### src/rtl/morse_pkg.sv
// Shared Morse timing definitions: FSM state encoding and the unit-count
// thresholds that the downstream symbol decoder also relies on.
package morse_pkg;

  typedef enum logic [1:0] {
    IDLE  = 2'd0,
    MARK  = 2'd1,
    SPACE = 2'd2,
    GAP_L = 2'd3
  } morse_state_t;

  // A mark longer than this many units is a dash.
  localparam int DASH_MIN_UNITS   = 2;
  // A space longer than this many units ends the letter.
  localparam int LETTER_GAP_UNITS = 2;
  // A space longer than this many units ends the word.
  localparam int WORD_GAP_UNITS   = 5;

endpackage

### src/rtl/Dflipflop.sv
// Single D flip-flop with synchronous active-high clear; used as a
// synchroniser stage.
module Dflipflop (
  input  logic Clock,
  input  logic Reset,
  input  logic d,
  output logic q
);

  // Capture d every edge, clear on reset.
  always_ff @(posedge Clock) begin
    if (Reset) q <= 1'b0;
    else       q <= d;
  end

endmodule

### src/rtl/morse_debounce.sv
// Key debouncer: the output level follows the input only after the input
// has held the new level for DEBOUNCE_CYCLES consecutive samples.
module morse_debounce #(
  parameter int DEBOUNCE_CYCLES = 4
) (
  input  logic Clock,
  input  logic Reset,
  input  logic din,
  output logic dout
);

  localparam int RW = $clog2(DEBOUNCE_CYCLES + 1);

  logic [RW-1:0] run;

  // Count consecutive samples that disagree with dout; flip once the run is long enough.
  always_ff @(posedge Clock) begin
    if (Reset) begin
      run  <= '0;
      dout <= 1'b0;
    end else if (din == dout) begin
      run  <= '0;
    end else if (run == RW'(DEBOUNCE_CYCLES - 1)) begin
      run  <= '0;
      dout <= din;
    end else begin
      run  <= run + 1'b1;
    end
  end

endmodule

### src/rtl/morse_timing_parser.sv
// Morse key front end: synchronises the key, measures mark/space lengths in
// units of UNIT_CYCLES clocks and emits one-cycle dot/dash/letter_end/word_end
// events. Optional debounce stage enabled by the MORSE_DEBOUNCE_EN macro.
module morse_timing_parser
  import morse_pkg::*;
#(
  parameter int UNIT_CYCLES     = 1,
  parameter int CNT_W           = 10,
  parameter int DEBOUNCE_CYCLES = 4
) (
  input  logic Clock,
  input  logic Reset,
  input  logic key,
  output logic dot,
  output logic dash,
  output logic letter_end,
  output logic word_end,
  output logic mark_active
);

  // Reject configurations whose word threshold would not fit the counter.
  if (UNIT_CYCLES < 1) begin : g_bad_unit
    $error("morse_timing_parser: UNIT_CYCLES must be >= 1");
  end
  if ((WORD_GAP_UNITS * UNIT_CYCLES + 1) >= (2 ** CNT_W)) begin : g_bad_cnt
    $error("morse_timing_parser: CNT_W too small for the word gap threshold");
  end
  if (DEBOUNCE_CYCLES < 1) begin : g_bad_db
    $error("morse_timing_parser: DEBOUNCE_CYCLES must be >= 1");
  end

  localparam logic [CNT_W-1:0] DOT_MAX   = CNT_W'(DASH_MIN_UNITS * UNIT_CYCLES);
  localparam logic [CNT_W-1:0] LETTER_TH = CNT_W'(LETTER_GAP_UNITS * UNIT_CYCLES + 1);
  localparam logic [CNT_W-1:0] WORD_TH   = CNT_W'(WORD_GAP_UNITS * UNIT_CYCLES + 1);
  localparam logic [CNT_W-1:0] CNT_ONE   = CNT_W'(1);

  logic s1, key_s, key_f;

  Dflipflop u_sync0 (.Clock(Clock), .Reset(Reset), .d(key), .q(s1));
  Dflipflop u_sync1 (.Clock(Clock), .Reset(Reset), .d(s1),  .q(key_s));

`ifdef MORSE_DEBOUNCE_EN
  morse_debounce #(.DEBOUNCE_CYCLES(DEBOUNCE_CYCLES)) u_debounce (
    .Clock(Clock),
    .Reset(Reset),
    .din  (key_s),
    .dout (key_f)
  );
`else
  assign key_f = key_s;
`endif

  morse_state_t     state_q, state_d;
  logic [CNT_W-1:0] cnt_q, cnt_d, cnt_inc;
  logic             dot_d, dash_d, le_d, we_d;

  // Saturating count: a very long mark/space parks at all-ones.
  assign cnt_inc = (&cnt_q) ? cnt_q : cnt_q + 1'b1;

  // Next state, next count and next event pulses from the filtered key.
  always_comb begin
    state_d = state_q;
    cnt_d   = cnt_q;
    dot_d   = 1'b0;
    dash_d  = 1'b0;
    le_d    = 1'b0;
    we_d    = 1'b0;
    case (state_q)
      IDLE: begin
        if (key_f) begin
          state_d = MARK;
          cnt_d   = CNT_ONE;
        end
      end
      MARK: begin
        if (key_f) begin
          cnt_d = cnt_inc;
        end else begin
          // A saturated count is above DOT_MAX, so it classifies as a dash.
          if (cnt_q > DOT_MAX) dash_d = 1'b1;
          else                 dot_d  = 1'b1;
          state_d = SPACE;
          cnt_d   = CNT_ONE;
        end
      end
      SPACE: begin
        if (key_f) begin
          state_d = MARK;
          cnt_d   = CNT_ONE;
        end else begin
          cnt_d = cnt_inc;
          if (cnt_inc == LETTER_TH) begin
            le_d    = 1'b1;
            state_d = GAP_L;
          end
        end
      end
      GAP_L: begin
        if (key_f) begin
          state_d = MARK;
          cnt_d   = CNT_ONE;
        end else begin
          cnt_d = cnt_inc;
          if (cnt_inc == WORD_TH) begin
            we_d    = 1'b1;
            state_d = IDLE;
            cnt_d   = '0;
          end
        end
      end
      default: begin
        state_d = IDLE;
        cnt_d   = '0;
      end
    endcase
  end

  // State, counter and registered outputs; reset drops any partial measurement.
  always_ff @(posedge Clock) begin
    if (Reset) begin
      state_q     <= IDLE;
      cnt_q       <= '0;
      dot         <= 1'b0;
      dash        <= 1'b0;
      letter_end  <= 1'b0;
      word_end    <= 1'b0;
      mark_active <= 1'b0;
    end else begin
      state_q     <= state_d;
      cnt_q       <= cnt_d;
      dot         <= dot_d;
      dash        <= dash_d;
      letter_end  <= le_d;
      word_end    <= we_d;
      mark_active <= key_f;
    end
  end

endmodule

### config.mk
export PLATFORM = sky130hd
export DESIGN_NAME = morse_timing_parser
export DESIGN_NICKNAME = d
export VERILOG_FILES = /design/src/rtl/morse_pkg.sv /design/src/rtl/Dflipflop.sv /design/src/rtl/morse_debounce.sv /design/src/rtl/morse_timing_parser.sv
export SDC_FILE = /design/constraint.sdc
export NUM_CORES = 1
export LEC_CHECK = 0
export BUFFER_PORTS_ARGS = -buffer_cell sky130_fd_sc_hd__buf_2
export CAP_MARGIN = 20
export CORE_MARGIN = 4
export CORE_UTILIZATION = 40
export CTS_BUF_LIST = sky130_fd_sc_hd__clkbuf_4 sky130_fd_sc_hd__clkbuf_8
export DETAILED_ROUTE_END_ITERATION = 8
export GPL_TIMING_DRIVEN = 0
export HOLD_SLACK_MARGIN = 0.05
export PLACE_DENSITY = 0.68
export RECOVER_POWER = 50
export SYNTH_ARGS = -nofsm -noshare
export SYNTH_HDL_FRONTEND = slang
export SYNTH_SLANG_ARGS = --single-unit
### constraint.sdc
create_clock -name Clock -period 6.82 [get_ports Clock]
set_input_delay 1.023 -clock Clock [delete_from_list [all_inputs] [get_ports Clock]]
set_output_delay 1.023 -clock Clock [all_outputs]
set_load 0.02 [all_outputs]
==> results of run 1 <==
## layout make-up
class | count | area share
multi-input cells | 111 | 0.563
inverters | 4 | 0.0117
plain buffers | 11 | 0.0528
well taps | 31 | 0.0303
flip-flops and latches | 19 | 0.297
repair buffers | 7 | 0.0215
clock buffers | 4 | 0.0235
## registers in the layout, indices dropped and copies added, names as in the netlist
name / cells
cnt_q: 10
state_q: 2
dash: 1
dot: 1
letter_end: 1
mark_active: 1
u_sync0.q: 1
u_sync1.q: 1
word_end: 1
## where the power goes
| group | leakage [nW] | switching (mW) | internal [mW] | total, mW |
|---|---|---|---|---|
| Combinational | 0.276 | 0.0125 | 0.00700 | 0.0195 |
| Clock | 0.0184 | 0.0347 | 0.0268 | 0.0615 |
| Sequential | 0.154 | 0.00212 | 0.113 | 0.115 |
| Total | 0.448 | 0.0493 | 0.147 | 0.196 |
## through the flow
| stage | power [mW] | hold slack (ns) |
|---|---|---|
| after CTS | 0.199 | 0.453 |
| final | 0.196 | 0.450 |
| after detailed placement | 0.137 | 0.424 |
| after global routing | 0.206 | 0.486 |
| after floorplan | 0.132 | 0.414 |
| after global placement | 0.137 | 0.418 |
## layer usage
metal | vias to the layer above | part of all wire | routed length (um)
met5 | - | 0 | 0
met4 | 0 | 0.0050 | 14
met3 | 2 | 0.052 | 145
met2 | 28 | 0.44 | 1240
met1 | 527 | 0.50 | 1390
li1 | 552 | - | -
## how the worst max path moves through the flow
stage | from | to | slack, ns | depth (start not counted)
6_report | cnt_q[0]$_SDFFE_PP0P_ | state_q[0]$_SDFFE_PP0P_ | 4.27 | 7
5_1_grt | cnt_q[0]$_SDFFE_PP0P_ | state_q[0]$_SDFFE_PP0P_ | 4.01 | 7
4_1_cts | cnt_q[0]$_SDFFE_PP0P_ | state_q[0]$_SDFFE_PP0P_ | 4.35 | 7
3_5_place_dp | cnt_q[0]$_SDFFE_PP0P_ | state_q[0]$_SDFFE_PP0P_ | 4.40 | 7
3_3_place_gp | cnt_q[0]$_SDFFE_PP0P_ | state_q[0]$_SDFFE_PP0P_ | 4.35 | 7
2_1_floorplan | cnt_q[0]$_SDFFE_PP0P_ | cnt_q[1]$_SDFFE_PP0P_ | 4.68 | 8
## placed cells by master (no fill, tap or decap), drive strengths merged, types with 2 or more instances in the layout
cell,instances
a21oi,6
buf,9
nand3,9
and4,2
nor2,17
nand4,3
a31oi,5
dfxtp,19
clkbuf,13
o211ai,2
nor4,3
mux2i,4
inv,4
o2111ai,3
nand2,13
and3,3
nor2b,4
ha,2
nor3,6
o21ai,9
## logic make-up (layout without fill, tap and decap cells)
group | Yosys count | after routing | synth area share
buf+inv | 15 | 26 | 0.0692
simple gates | 67 | 67 | 0.318
flops | 19 | 19 | 0.319
xor+xnor | 2 | 2 | 0.0147
fa+ha+maj | 2 | 2 | 0.0210
compound gates | 35 | 35 | 0.215
mux | 5 | 5 | 0.0430
==> results.sh, run 1 <==
export IMPL_initial_core_util=0.425
export IMPL_cts_tree="yes"
export IMPL_path_delay_family="simple AND/OR/NAND/NOR gates"
export IMPL_ys_flop_type="dfxtp_1"
export IMPL_register_area_sq_um=380
export IMPL_grt_setup_unrepaired="false"
export IMPL_crit_path_top_delay_cell="nor3_1"
export IMPL_grt_pass1_wl_um=4920
export IMPL_root_buffer="clkbuf_4"
export IMPL_cts_max_level=1
export IMPL_slew_headroom=0.359
export IMPL_drt_initial_drc_count=62
export IMPL_max_slew_worst_pin_slew_ns=0.954
export IMPL_cts_hold_fix_buffers=0
export IMPL_antenna_found_initial=0
export IMPL_tns_ns=0
export IMPL_core_area_sq_mm=0.00281
export IMPL_min_path_cells=1
export IMPL_r2r_cells=7
export IMPL_end_kind="flop"
export IMPL_synth_cell_type_count=48
export IMPL_post_place_ws_ns=4.40
export IMPL_num_vias=1109
export IMPL_num_rows=19
export IMPL_rr_startpoint="cnt_q[0]$_SDFFE_PP0P_"
export IMPL_yosys_area_top_type="dfxtp_1"
export IMPL_placed_cells=183
export IMPL_cap_violations=0
export IMPL_powerDensity_mw_per_mm2=153
export IMPL_grt_pass1_vias=1020
export IMPL_top_usage_layer="met2"
export IMPL_maxSlewViolCount=0
export IMPL_antenna_cells=0
export IMPL_clk_pin_slew_ns=0.11
export IMPL_die_x_um=62.6
export IMPL_post_route_period_util=0.374
export IMPL_synth_area_sq_mm=0.00119
export IMPL_io_buffers=7
export IMPL_grt_ovfl_total=0
export IMPL_rrSetupSlack_ns=4.27
export IMPL_crit_required_ns=6.98
export IMPL_cts_sinks=19
export IMPL_grt_max_degree=11
export IMPL_gr_usage_met2=0.226
export IMPL_pin_count=8
export IMPL_slowest_delay_ns=0.72
export IMPL_critPathKind="reg -> reg"
export IMPL_met3_usage=0.0414
export IMPL_syn2layout_area_growth_pct=7.24
export IMPL_die_area_sq_mm=0.00392
export IMPL_syn_inst=145
export IMPL_fin_crit_ns=2.55
export IMPL_ys_ff_latch=19
export IMPL_routedWlPerCell_um=14.9
export IMPL_place_detailed_hpwl_um=1970
export IMPL_place_area_sq_mm=0.00127
export IMPL_synth_top_cell_area_share=0.319
export IMPL_worstReg2RegEnd="state_q[0]$_SDFFE_PP0P_"
export IMPL_synth_edf_count=0
export IMPL_place_gp_congestion=0.921
export IMPL_post_cts_buffers=0
export IMPL_min_to="u_sync1.q$_SDFF_PP0_"
export IMPL_synthArstFlopShare=0
export IMPL_final_cell_area_sq_mm=0.00128
export IMPL_grt_use_met1=0.226
export IMPL_synth_common_cells="19 x dfxtp_1, 17 x nor2_1, 13 x nand2_1, 7 x nand3_1"
export IMPL_hold_viol=0
export IMPL_critPathBufInv=1
export IMPL_fmax_mhz=392
export IMPL_multi_input_area_sq_um=719
export IMPL_syn_area_per_cell_sq_um=8.22
export IMPL_numCtsBuffers=3
export IMPL_nFillCells=288
export IMPL_dr_pass1_iters=4
export IMPL_yosysWarnings=0
export IMPL_yosysMostFrequentCell="dfxtp_1"
export IMPL_path_cells="ha_1, buf_4, nand3_1, nor3_1, nor2_1, nor4_4, o32ai_1"
export IMPL_viasPerCell=5.93
export IMPL_final_core_util=0.456
export IMPL_ant_nets=0
export IMPL_die_y_um=62.6
export IMPL_drc=0
export IMPL_outcome="finished clean"
export IMPL_worstPathMaxFanout=8
export IMPL_setup_viol=0
export IMPL_final_cells=187
export IMPL_syn_num_nets=150
export IMPL_fin_nets=162
export IMPL_layout_drive_gt1_share=0.154
export IMPL_min_from="u_sync0.q$_SDFF_PP0_"
export IMPL_p_leak_nw=0.448
export IMPL_irDropWorstVdd_mv=0.0872
export IMPL_fin_skew_ns=0.00750
export IMPL_setup_ws_ns=4.27
export IMPL_cts_buffer_depth=2
export IMPL_arrival_ns=2.72
export IMPL_grtUsageTotal=0.153
export IMPL_ys_top_cells_by_area="dfxtp_1 32%, nor2_1 5.4%, nand2_1 4.1%"
export IMPL_routed_wl_um=2790
export IMPL_cts_repair_resized=0
export IMPL_insertion_delay_ns=0.30
export IMPL_startpoint_type="flop"
export IMPL_hp_class="reg -> reg"
export IMPL_seq_area_frac_synth=0.319
Power figures use the tool's default switching activity.
==> run 2: changes to the inputs <==
ABC_AREA = 1   (was unset)
PLACE_DENSITY = 0.7   (was 0.68)
clock period = 2.3 ns   (was 6.82 ns; I/O delays follow)
==> results.sh, run 2 <==
export IMPL_outcome="finished clean"
export IMPL_synth_common_cells="52 x nand2_1, 26 x inv_1, 23 x nand3_1, 19 x dfxtp_1, 17 x nor2_1"
export IMPL_cts_sinks=19
export IMPL_setup_ws_ns=0.291
export IMPL_yosysWarnings=0
export IMPL_synth_top_family_by_area="simple AND/OR/NAND/NOR gates"
export IMPL_synth_area_mux_share=0
export IMPL_io_buffers=6
export IMPL_place_area_sq_mm=0.00130
export IMPL_ys_flop_type="dfxtp_1"
export IMPL_cts_max_level=1
export IMPL_grt_ovfl_total=0
export IMPL_ys_ff_latch=19
export IMPL_largestRegisters="cnt_q (10), state_q (2)"
export IMPL_min_path_cells=3
export IMPL_synth_edf_count=0
export IMPL_grt_pass1_vias=1075
export IMPL_antenna_found_initial=0
export IMPL_yosys_area_share_simple=0.449
export IMPL_fin_crit_ns=2.01
export IMPL_end_kind="flop"
export IMPL_cts_hold_fix_buffers=0
export IMPL_post_cts_buffers=0
export IMPL_dr_pass1_iters=4
export IMPL_synth_cell_type_count=27
export IMPL_hp_class="in -> reg"
export IMPL_final_cell_mix="52 x nand2_1, 26 x inv_1, 23 x nand3_1"
export IMPL_synth_top_cell_area_share=0.309
export IMPL_placed_cells=223
export IMPL_insertion_delay_ns=0.29
export IMPL_place_detailed_hpwl_um=2030
export IMPL_post_place_ws_ns=0.350
export IMPL_synth_adder_area_share=0.0203
export IMPL_final_core_util=0.463
export IMPL_hold_slack_ns=0.252
export IMPL_layout_commonest_cell="nand2_1"
export IMPL_drt_initial_drc_count=74
export IMPL_grtUsageTotal=0.140
export IMPL_final_cells=227
export IMPL_viasPerCell=5.15
export IMPL_ys_top_cells_by_area="dfxtp_1 31%, nand2_1 16%, nand3_1 9.4%"
export IMPL_synth_area_sq_mm=0.00123
export IMPL_critPathKind="reg -> reg"
export IMPL_startpoint_type="flop"
export IMPL_tns_ns=0
export IMPL_cts_tree="yes"
export IMPL_top_register="cnt_q"
export IMPL_core_area_sq_mm=0.00285
export IMPL_synthArstFlopShare=0
export IMPL_place_gp_congestion=0.796
export IMPL_worstPathMaxFanout=7
export IMPL_setup_viol=0
export IMPL_routed_wl_um=2580
export IMPL_layout_drive_gt1_share=0.128
export IMPL_routedWlPerCell_um=11.3
export IMPL_fmax_mhz=498
export IMPL_arrival_ns=2.18
export IMPL_hold_viol=0
export IMPL_antenna_cells=0
export IMPL_die_y_um=63.5
export IMPL_pin_count=8
export IMPL_largest_reg_flops=10
export IMPL_clk_pin_slew_ns=0.11
export IMPL_numCtsBuffers=3
export IMPL_p_leak_nw=0.637
export IMPL_syn_area_per_cell_sq_um=6.61
export IMPL_die_x_um=63.5
export IMPL_powerDensity_mw_per_mm2=639
export IMPL_slew_headroom=0.654
export IMPL_yosysMostFrequentCell="nand2_1"
export IMPL_finalPower_mw=0.844
export IMPL_grt_max_degree=11
export IMPL_syn_inst=186
export IMPL_max_slew_worst_pin_slew_ns=0.517
export IMPL_cts_buffer_depth=2
export IMPL_initial_core_util=0.431
export IMPL_yosys_area_top_type="dfxtp_1"
export IMPL_cts_repair_resized=0
export IMPL_grt_setup_unrepaired="false"
export IMPL_num_vias=1169
export IMPL_drc=0
export IMPL_fin_nets=202
export IMPL_synth_compound_area_frac=0.103
export IMPL_syn_num_nets=191
export IMPL_crit_required_ns=2.48
export IMPL_seq_area_frac_synth=0.309
export IMPL_root_buffer="clkbuf_4"
export IMPL_post_route_period_util=0.874
export IMPL_die_area_sq_mm=0.00403
export IMPL_cap_violations=0
export IMPL_num_rows=19
export IMPL_irDropWorstVdd_mv=0.547
export IMPL_synthXorXnorAreaFrac=0.0142
export IMPL_maxSlewViolCount=0
export IMPL_ant_nets=0
export IMPL_final_cell_area_sq_mm=0.00132
export IMPL_grt_pass1_wl_um=4660
export IMPL_r2r_cells=12
export IMPL_fin_skew_ns=0.00388
export IMPL_syn2layout_area_growth_pct=7.43
[run 2: cell families (layout without fill, tap and decap cells)]
family	Yosys count	in the layout
adder cells (fa/ha/maj)	2	2
buffers and inverters	32	42
AND/OR/NAND/NOR	114	114
flip-flops	19	19
XOR/XNOR	2	2
AO/OA/AOI/OAI	17	17
[run 2: layout make-up]
cell class / instances / area [sq um]
inverters: 28 / 105
multi-input cells: 135 / 721
repair buffers: 6 / 23.8
plain buffers: 4 / 22.5
flip-flops and latches: 19 / 380
clock buffers: 4 / 30.0
well taps: 31 / 38.8
fillers: 304 / 1530
[run 2: critical path, cell delays in order, from the launching register on]
cell     delay (ns)
dfxtp_1        0.47
ha_1           0.28
nand2_1        0.15
nor2_2         0.21
nand3_1        0.09
nand2_1        0.11
nand2_1        0.06
nor2_1         0.08
nand3_1        0.11
nand2_2        0.11
nand3_2        0.08
nand2_1        0.08
a21oi_2        0.05
[run 2: report_power, final]
part           internal, mW  switching [mW]  leakage [nW]  total, mW
Combinational        0.0839           0.190         0.464      0.274
Clock                0.0792           0.101        0.0184      0.180
Sequential            0.358          0.0315         0.154      0.390
[run 2: path summary, 6_finish.rpt]
kind,slack (ns),end,start
worst max register to register,0.29,cnt_q[2]$_SDFFE_PP0P_,cnt_q[1]$_SDFFE_PP0P_
worst min-delay path,0.25,u_sync0.q$_SDFF_PP0_,key
worst max-delay path,0.29,cnt_q[2]$_SDFFE_PP0P_,cnt_q[1]$_SDFFE_PP0P_
worst min register to register,0.41,u_sync1.q$_SDFF_PP0_,u_sync0.q$_SDFF_PP0_
[run 2: routing by layer]
| metal | share of wire | global-route usage | wire length (um) | vias to the layer above |
|---|---|---|---|---|
| met5 | 0 | 0 | 0 | - |
| met4 | 0 | 0.0162 | 0 | 0 |
| met3 | 0.035 | 0.0373 | 91 | 0 |
| met2 | 0.45 | 0.228 | 1150 | 14 |
| met1 | 0.52 | 0.189 | 1330 | 535 |
| li1 | - | - | - | 620 |
==> run 3: changes to the inputs <==
SYNTH_HIERARCHICAL = 1   (was unset)
==> results.sh, run 3 <==
export IMPL_outcome="finished clean"
export IMPL_viasPerCell=5.02
export IMPL_critPathKind="reg -> reg"
export IMPL_cts_hold_fix_buffers=0
export IMPL_cap_violations=0
export IMPL_cts_tree="yes"
export IMPL_seq_area_frac_synth=0.306
export IMPL_end_kind="flop"
export IMPL_powerDensity_mw_per_mm2=616
export IMPL_insertion_delay_ns=0.30
export IMPL_syn_num_nets=204
export IMPL_yosysMostFrequentCell="nand2_1"
export IMPL_grt_setup_unrepaired="false"
export IMPL_largestRegisters="cnt_q (10), state_q (2)"
export IMPL_root_buffer="clkbuf_4"
export IMPL_grt_ovfl_total=0
export IMPL_post_route_period_util=0.863
export IMPL_ys_flop_type="dfxtp_1"
export IMPL_grt_pass1_wl_um=4630
export IMPL_r2r_cells=12
export IMPL_irDropWorstVdd_mv=0.437
export IMPL_cts_max_level=1
export IMPL_worstPathMaxFanout=7
export IMPL_grt_max_degree=12
export IMPL_routedWlPerCell_um=11.1
export IMPL_slew_headroom=0.624
export IMPL_final_core_util=0.469
export IMPL_cts_repair_resized=0
export IMPL_place_gp_congestion=0.878
export IMPL_tns_ns=0
export IMPL_max_slew_worst_pin_slew_ns=0.561
export IMPL_post_cts_buffers=0
export IMPL_grt_pass1_vias=1073
export IMPL_die_y_um=63.8
export IMPL_largest_reg_flops=10
export IMPL_clk_pin_slew_ns=0.10
export IMPL_synth_area_sq_mm=0.00124
export IMPL_register_area_sq_um=380
export IMPL_synth_common_cells="56 x nand2_1, 29 x inv_1, 22 x nand3_1, 21 x nor2_1, 19 x dfxtp_1"
export IMPL_pin_count=8
export IMPL_yosys_area_top_type="dfxtp_1"
export IMPL_setup_viol=0
export IMPL_die_x_um=63.8
export IMPL_final_cell_mix="56 x nand2_1, 29 x inv_1, 22 x nand3_1"
export IMPL_arrival_ns=2.17
export IMPL_grtUsageTotal=0.144
export IMPL_top_register="cnt_q"
export IMPL_cts_buffer_depth=2
export IMPL_numCtsBuffers=3
export IMPL_syn2layout_area_growth_pct=7.65
export IMPL_startpoint_type="flop"
export IMPL_nFillCells=307
export IMPL_core_area_sq_mm=0.00285
export IMPL_io_buffers=7
export IMPL_fin_nets=216
export IMPL_num_rows=19
export IMPL_initial_core_util=0.436
export IMPL_syn_area_per_cell_sq_um=6.25
export IMPL_crit_required_ns=2.49
export IMPL_antenna_found_initial=0
export IMPL_ant_nets=0
export IMPL_multi_input_area_sq_um=723
export IMPL_synthArstFlopShare=0
export IMPL_synth_edf_count=0
export IMPL_ys_top_cells_by_area="dfxtp_1 31%, nand2_1 17%, nand3_1 8.9%"
export IMPL_synth_cell_type_count=26
export IMPL_routed_wl_um=2680
export IMPL_num_vias=1210
export IMPL_min_path_cells=2
export IMPL_place_detailed_hpwl_um=2150
export IMPL_dr_pass1_iters=4
export IMPL_ys_ff_latch=19
export IMPL_fin_crit_ns=1.98
export IMPL_antenna_cells=0
export IMPL_fmax_mhz=504
export IMPL_layout_drive_gt1_share=0.133
export IMPL_synth_top_cell_area_share=0.306
export IMPL_yosysWarnings=6
export IMPL_fin_skew_ns=0.00503
export IMPL_die_area_sq_mm=0.00407
export IMPL_drc=0
export IMPL_hold_viol=0
export IMPL_p_leak_nw=0.646
export IMPL_syn_inst=199
export IMPL_maxSlewViolCount=0
export IMPL_drt_initial_drc_count=72
export IMPL_cts_sinks=19
export IMPL_hp_class="in -> reg"
export IMPL_layout_commonest_cell="nand2_1"
run 3: cell count changes after synthesis, sizes merged, moves of 2 or more:
| cell | before | now |
|---|---|---|
| inv | 26 | 31 |
| nand2 | 56 | 62 |
| nand4 | 4 | 1 |
| nor2 | 23 | 29 |
| o21ai | 1 | 3 |
run 3: cells by family (layout without fill, tap and decap cells):
family,Yosys count,in the layout,synth area share
fa+ha+maj,2,2,0.0201
buf+inv,36,47,0.113
compound gates,18,18,0.0946
xor+xnor,2,2,0.0141
flops,19,19,0.306
simple gates,122,122,0.453
run 3: routing by layer:
layer | vias up | GRT usage | wire length, um | part of all wire
li1 | 651 | - | - | -
met2 | 33 | 0.218 | 1180 | 0.44
met4 | 0 | 0.0755 | 85 | 0.032
met1 | 517 | 0.190 | 1270 | 0.47
met3 | 9 | 0.0368 | 146 | 0.054
met5 | - | 0 | 0 | 0
run 3: final cells by class:
cell class	count	area share
Inverter	33	0.0925
Clock buffer	3	0.0168
Sequential cell	19	0.284
Multi-Input combinational cell	144	0.540
Timing Repair Buffer	7	0.0215
Tap cell	31	0.0290
Clock inverter	1	0.00374
Buffer	3	0.0121
run 3: final timing paths:
kind                                            start                    end  slack, ns
worst max-delay path            cnt_q[1]$_SDFFE_PP0P_  cnt_q[1]$_SDFFE_PP0P_       0.32
worst min-delay path                            Reset   u_sync1/q$_SDFF_PP0_       0.23
worst max register to register  cnt_q[1]$_SDFFE_PP0P_  cnt_q[1]$_SDFFE_PP0P_       0.32
worst min register to register   u_sync0/q$_SDFF_PP0_   u_sync1/q$_SDFF_PP0_       0.42
run 3: through the flow:
| step | worst slack (ns) | total power, mW | instances | hold WS (ns) | instance area (sq um) |
|---|---|---|---|---|---|
| after floorplan | 0.605 | 0.593 | 199 | 0.402 | 1240 |
| after global placement | 0.326 | 0.657 | 237 | 0.402 | 1320 |
| after detailed placement | 0.320 | 0.659 | 237 | 0.414 | 1320 |
| after CTS | 0.311 | 0.836 | 241 | 0.209 | 1350 |
| after global routing | 0.132 | 0.899 | 241 | 0.210 | 1340 |
| final | 0.316 | 0.825 | 241 | 0.226 | 1340 |
run 3: where the power goes:
group,internal (mW),leakage (nW),switching [mW]
clock network,0.0650,0.0177,0.107
logic,0.0751,0.474,0.188
registers,0.358,0.154,0.0315
run 3: critical path, cell delays in order (launching register included):
cell	delay, ns
dfxtp_1	0.48
ha_1	0.31
nand3_1	0.16
inv_1	0.12
nand3b_2	0.14
nand2_1	0.12
nand2_1	0.06
nor2_1	0.12
nand3_2	0.09
nand2_2	0.08
nand2_1	0.07
nand2_1	0.06
a21oi_1	0.05
